## config.mk

```make
export PLATFORM = sky130hd
export DESIGN_NAME = game_ctrl
export DESIGN_NICKNAME = d
export VERILOG_FILES = /design/src/rtl/game_ctrl.sv
export SDC_FILE = /design/constraint.sdc
export NUM_CORES = 1
export LEC_CHECK = 0
export ABC_AREA = 0
export ABC_CLOCK_PERIOD_IN_PS = 3300
export CAP_MARGIN = 20
export CORE_ASPECT_RATIO = 0.75
export CORE_MARGIN = 8
export CORE_UTILIZATION = 40
export DETAILED_ROUTE_END_ITERATION = 7
export SLEW_MARGIN = 15
export SYNTH_ARGS = -nofsm -noshare
export SYNTH_HDL_FRONTEND = slang
export SYNTH_SLANG_ARGS = --single-unit
```

## constraint.sdc

```tcl
create_clock -name clk -period 3.3 [get_ports clk]
set_clock_uncertainty 0.15 [all_clocks]
set_input_delay 0.66 -clock clk [delete_from_list [all_inputs] [get_ports clk]]
set_output_delay 0.66 -clock clk [all_outputs]
set_load 0.01 [all_outputs]
```

## src/rtl/game_ctrl.sv

```systemverilog
`default_nettype none
// ============================================================================
// Module  : game_ctrl
// Brief   : Round sequencer for the reaction game: IDLE -> COUNTDOWN -> PLAY
//           -> OVER, with per-second prescaler, LED request gating and a
//           session high score.
// Revision: 1.0 - initial release
// ============================================================================
module game_ctrl #(
    parameter int TICKS_PER_SEC     = 50_000_000,
    parameter int COUNTDOWN_SECONDS = 3,
    parameter int GAME_SECONDS      = 30
) (
    input  logic       clk,
    input  logic       rst,
    input  logic       start,
    input  logic       abort,
    input  logic [1:0] level_in,
    input  logic       rng_request_in,
    input  logic [7:0] score_in,
    output logic [1:0] level_out,
    output logic       led_request_out,
    output logic       run,
    output logic       score_clear,
    output logic       led_clear,
    output logic [5:0] time_left,
    output logic [1:0] state,
    output logic       game_over,
    output logic [7:0] high_score
);

    localparam int              c_CNT_W     = (TICKS_PER_SEC > 1) ? $clog2(TICKS_PER_SEC) : 1;
    localparam logic [c_CNT_W-1:0] c_TICK_MAX = c_CNT_W'(TICKS_PER_SEC - 1);
    localparam logic [c_CNT_W-1:0] c_CNT_ONE  = c_CNT_W'(1);
    localparam logic [5:0]      c_CD_SECS   = 6'(COUNTDOWN_SECONDS);
    localparam logic [5:0]      c_GAME_SECS = 6'(GAME_SECONDS);

    typedef enum logic [1:0] {
        ST_IDLE      = 2'b00,
        ST_COUNTDOWN = 2'b01,
        ST_PLAY      = 2'b10,
        ST_OVER      = 2'b11
    } state_t;

    state_t               r_state;
    logic [c_CNT_W-1:0]   r_sec_cnt;
    logic [5:0]           r_time_left;
    logic [1:0]           r_level;
    logic [7:0]           r_high;
    logic                 r_run;
    logic                 r_game_over;
    logic                 r_score_clear;
    logic                 r_led_clear;
    logic                 w_tick;
    logic                 w_last_sec;

    assign w_tick     = (r_sec_cnt == c_TICK_MAX);
    assign w_last_sec = (r_time_left == 6'd1);

    always_ff @(posedge clk or negedge rst) begin
        if (!rst) begin
            r_state       <= ST_IDLE;
            r_sec_cnt     <= '0;
            r_time_left   <= '0;
            r_level       <= '0;
            r_high        <= '0;
            r_run         <= 1'b0;
            r_game_over   <= 1'b0;
            r_score_clear <= 1'b0;
            r_led_clear   <= 1'b0;
        end else begin
            r_score_clear <= 1'b0;
            r_led_clear   <= 1'b0;
            case (r_state)
                ST_IDLE, ST_OVER: begin
                    r_sec_cnt <= '0;
                    if (start && !abort) begin
                        r_state       <= ST_COUNTDOWN;
                        r_level       <= level_in;
                        r_time_left   <= c_CD_SECS;
                        r_score_clear <= 1'b1;
                        r_game_over   <= 1'b0;
                    end
                end
                ST_COUNTDOWN: begin
                    if (abort) begin
                        r_state     <= ST_IDLE;
                        r_time_left <= '0;
                        r_sec_cnt   <= '0;
                        r_led_clear <= 1'b1;
                    end else if (w_tick) begin
                        r_sec_cnt <= '0;
                        if (w_last_sec) begin
                            r_state     <= ST_PLAY;
                            r_time_left <= c_GAME_SECS;
                            r_run       <= 1'b1;
                        end else begin
                            r_time_left <= r_time_left - 6'd1;
                        end
                    end else begin
                        r_sec_cnt <= r_sec_cnt + c_CNT_ONE;
                    end
                end
                ST_PLAY: begin
                    // abort takes priority over the final tick, so an aborted
                    // round never contributes to the high score
                    if (abort) begin
                        r_state     <= ST_IDLE;
                        r_time_left <= '0;
                        r_sec_cnt   <= '0;
                        r_run       <= 1'b0;
                        r_led_clear <= 1'b1;
                    end else if (w_tick) begin
                        r_sec_cnt <= '0;
                        if (w_last_sec) begin
                            r_state     <= ST_OVER;
                            r_time_left <= '0;
                            r_run       <= 1'b0;
                            r_game_over <= 1'b1;
                            r_led_clear <= 1'b1;
                            if (score_in > r_high) begin
                                r_high <= score_in;
                            end
                        end else begin
                            r_time_left <= r_time_left - 6'd1;
                        end
                    end else begin
                        r_sec_cnt <= r_sec_cnt + c_CNT_ONE;
                    end
                end
                default: r_state <= ST_IDLE;
            endcase
        end
    end

    // Requests outside PLAY are dropped, not queued
    assign led_request_out = rng_request_in & r_run;
    assign level_out       = r_level;
    assign run             = r_run;
    assign score_clear     = r_score_clear;
    assign led_clear       = r_led_clear;
    assign time_left       = r_time_left;
    assign state           = r_state;
    assign game_over       = r_game_over;
    assign high_score      = r_high;

endmodule
`default_nettype wire

```

==> results.env <==
POST-DP-HPWL_MM=4.24
CRIT_PATH_CELL_TRACE='clkdlybuf4s50_1 -> ha_1 -> nor2b_1 -> o211ai_1 -> a21oi_1 -> o311ai_4 -> mux2_2'
SYNTH_WARNINGS=0
CORE_AREA_SQ_MM=0.00635
SYNTHTOLAYOUTAREAGROWTH_PCT=22.2
FP.DIEH_UM=86.5
DP_SLACK_NS=0.339
SYN_AREA_PER_CELL_SQ_UM=9.78
GRT_MAX_DEGREE=49
INTERNAL-POWER_mW=1.09
POWER_LEAKAGE_nW=1.40
CLK_ROOT_BUFFER_CELL='sky130_fd_sc_hd__clkbuf_8'
CP_TOP_FAMILY='compound AO/OA/AOI/OAI gates'
MAX-CLOCK-PATH-BUFFERS=2
PERIOD_NEEDED_NS=2.61
POWER.IR.VDD_WORST_V=0.000163
FILLERS=578
POST-ROUTE-DRC-COUNT=0
CLOCK-SINKS=48
GRT_OVERFLOW=0
ANTENNA_CELLS=0
POWER.DENSITY_mW_PER_MM2=483
TRACK_USAGE_PCT=13.0
WORSTREGTOREGCELLS=5
ANTENNA_VIOLATING_NETS_POST_ROUTE=0
DOMINANTREGCELLSYNTH='sky130_fd_sc_hd__dfrtp_1'
ANTENNA_VIOLATIONS_BEFORE_REPAIR=0
CRIT_PATH_START_KIND='primary input'
ROWS=25
WORSTPATHARRIVAL_NS=2.66
TRITONCTS.NUM_BUFFERS=5
CHIPWIDTH_UM=110
CTS_HTREE_LEVELS=2
TNS_NS=0
FIRST_ITER_VIOLATIONS=116
CTS_TREE='done'
POWER.SEQUENTIAL.FRACTION_PCT=42.8
SYNTH-ASYNC-RESET-RATIO_PCT=100
MAX_SLEW.WORST_PIN.SLEW_NS=0.853
SYN-INSTANCE-COUNT=271
DETAIL_ROUTE.WL_PER_CELL_UM=14.8
WORST-ENDPOINT-REQUIRED_NS=3.34
CRITPATHMAXSTAGEDELAY_NS=0.45
NUM_IO_PINS=38
SYNTH_AREA_SQ_MM=0.00265
FIRST_GLOBAL_VIAS=2029
FINAL.PERIOD_UTILIZATION_PCT=79.1
SYNTH_EDF_COUNT=0
GLOBALPLACE.CONGESTION=0.811
CRIT_PATH_END_KIND='flop'
START_UTIL_PCT=41.8
DRT_WL_TOTAL_MM=5.83
SLOWEST_STAGE='sky130_fd_sc_hd__o311ai_4'
HOLD_VIOL_FINAL=0
NUMBER_OF_BUFFERS_ADDED_FOR_SETUP_AFTER_CTS=0
POWER.NET_SWITCHING_uW=473
POST_SYNTH_MAIN_AREA_CONTRIBUTORS='sky130_fd_sc_hd__dfrtp_1 (45%), sky130_fd_sc_hd__xor2_1 (6.3%), sky130_fd_sc_hd__ha_1 (6.1%)'
WORST_SETUP_PATH_TYPE='primary input to flop'
POST_DRT_VIA_CELL_RATIO=5.20
FINAL_CRITICAL_PATH_SETUP_SLACK_NS=0.689
HP-CLASS='primary input to asynchronous set/reset pin'
SYNTH_LARGEST_TYPE_AREA_FRACTION_PCT=45.3
REPORT.FINAL.SLEW_VIOL_COUNT=0
CTS_HOLD_BUFFERS=0
SYNTH_SEQ_AREA_SHARE_PCT=45.3
CLK_PIN_SLEW_NS=0.09
CTS_RESIZED=0
FMAX_MHz=383
WORSTPATHBUFFERINVERTERCOUNT=1
MAX_CAP_VIOLATION_COUNT=0
FINAL_LAYOUT_SIZE_SUFFIX_GT1_SHARE_PCT=10.3
DRT-PASS1-ITER-COUNT=7
LAYOUT.NETS=339
VIAS=2044
CRITICAL_PATH_CELL_COUNT=7
REPORT.FINAL.SETUP_VIOL=0
CLK_LATENCY_NS=0.30
SYNTH.LIB_CELLS_USED.DISTINCT=48
FIRST_PASS_GRT_WIRE_LENGTH_MM=9.96
COMBINATIONALPOWERSHARE_PCT=27.4
NET_COUNT_SYNTH=299
OUTCOME='finished clean'
SYNTH-SEQ-CELLS=48
RSZ0062_AT_GRT='false'
CRITICAL_PATH.MAX_FANOUT=8
RELSLEWSLACK_PCT=42.7
DIE_AREA_SQ_MM=0.00952
SYNTH.LARGEST_AREA_CELL='sky130_fd_sc_hd__dfrtp_1'
SHARE_OF_TOTAL_POWER_CONSUMED_BY_NET_SWITCHING_PCT=30.3
POWER.CLOCK.FRACTION_PCT=29.8
NUMPORTBUFFERS=37
-- Yosys cell counts, types with 4 or more instances --
library cell,count
sky130_fd_sc_hd__clkbuf_1,5
sky130_fd_sc_hd__nand4_1,10
sky130_fd_sc_hd__nor2_1,32
sky130_fd_sc_hd__dfrtp_1,48
sky130_fd_sc_hd__xnor2_1,4
sky130_fd_sc_hd__xor2_1,19
sky130_fd_sc_hd__o21ai_0,6
sky130_fd_sc_hd__nand2_1,18
sky130_fd_sc_hd__a21oi_1,14
sky130_fd_sc_hd__ha_1,13
sky130_fd_sc_hd__nor3_1,8
sky130_fd_sc_hd__and3_1,8
sky130_fd_sc_hd__nand3_1,15
sky130_fd_sc_hd__mux2_2,10
sky130_fd_sc_hd__inv_1,17
-- power by group through the flow --
stage                     combinational (mW)  clock [mW]  sequential [mW]
after detailed placement               0.428           0            0.682
after global placement                 0.429           0            0.679
after global routing                   0.482       0.502            0.677
final                                  0.428       0.466            0.670
after CTS                              0.432       0.480            0.671
after floorplan                        0.233           0            0.692
-- path summary, 6_finish.rpt --
| path | startpoint | end | slack, ns |
|---|---|---|---|
| max in group asynchronous | rst | time_left[3] | 2.36 |
| min in group clk | r_sec_cnt[0] | r_sec_cnt[0] | 0.37 |
| min | rst | r_sec_cnt[14] | 0.21 |
| max reg2reg | r_sec_cnt[16] | high_score[3] | 0.88 |
| max | score_in[1] | high_score[3] | 0.69 |
| min reg2reg | r_sec_cnt[0] | r_sec_cnt[0] | 0.37 |
-- per-layer routing --
metal / vias up / wire, um / track usage (%)
met3: 8 / 233 / 2.30
met4: 0 / 80 / 5.26
li1: 1031 / - / -
met2: 37 / 2510 / 18.6
met1: 968 / 3000 / 18.6
met5: - / 0 / 0
-- state kept, by name, summed over array words and instances (netlist names) --
signal,flops
game_over,1
high_score,8
led_clear,1
level_out,2
r_sec_cnt,26
run,1
score_clear,1
state,2
time_left,6
-- layout make-up --
type | instances | area, sq um | share of cell area (%)
Multi-Input combinational cell | 199 | 1360 | 41.9
Sequential cell | 48 | 1200 | 37.1
Timing Repair Buffer | 40 | 390 | 12.0
Tap cell | 81 | 101 | 3.13
Clock buffer | 7 | 96.3 | 2.97
Inverter | 17 | 63.8 | 1.97
Clock inverter | 1 | 30.0 | 0.927
-- placed cells by master (no fill, tap or decap), types with 6 or more instances in the layout --
cell type / Yosys / routed
sky130_fd_sc_hd__clkdlybuf4s50_1: 0 / 36
sky130_fd_sc_hd__xor2_1: 19 / 19
sky130_fd_sc_hd__ha_1: 13 / 13
sky130_fd_sc_hd__a21oi_1: 14 / 14
sky130_fd_sc_hd__nor2_1: 32 / 32
sky130_fd_sc_hd__and3_1: 8 / 8
sky130_fd_sc_hd__clkbuf_8: 0 / 7
sky130_fd_sc_hd__dfrtp_1: 48 / 48
sky130_fd_sc_hd__nor3_1: 8 / 8
sky130_fd_sc_hd__nand2_1: 18 / 18
sky130_fd_sc_hd__nand3_1: 15 / 15
sky130_fd_sc_hd__nand4_1: 10 / 10
sky130_fd_sc_hd__inv_1: 17 / 17
sky130_fd_sc_hd__mux2_2: 10 / 10
sky130_fd_sc_hd__o21ai_0: 6 / 6
-- metrics by stage --
stage	std cells	utilization [%]	instance area [sq um]	hold WS, ns	total power, mW
floorplan	271	-	2650	0.214	0.925
global placement	385	49.0	3110	0.340	1.11
detailed placement	385	49.0	3110	0.349	1.11
CTS	393	51.0	3240	0.373	1.58
global route	393	51.0	3240	0.259	1.66
finish	393	51.0	3240	0.208	1.56
-- cell families (layout without fill, tap and decap cells) --
kind of cell / after synthesis / after routing / share of synthesized area [%]
AND/OR/NAND/NOR: 114 / 114 / 23.2
flip-flops: 48 / 48 / 45.3
AO/OA/AOI/OAI: 37 / 37 / 9.30
buffers and inverters: 24 / 65 / 3.49
XOR/XNOR: 23 / 23 / 7.60
adder cells (fa/ha/maj): 13 / 13 / 6.14
multiplexers: 12 / 12 / 5.00
(Power assumes the default switching activity.)
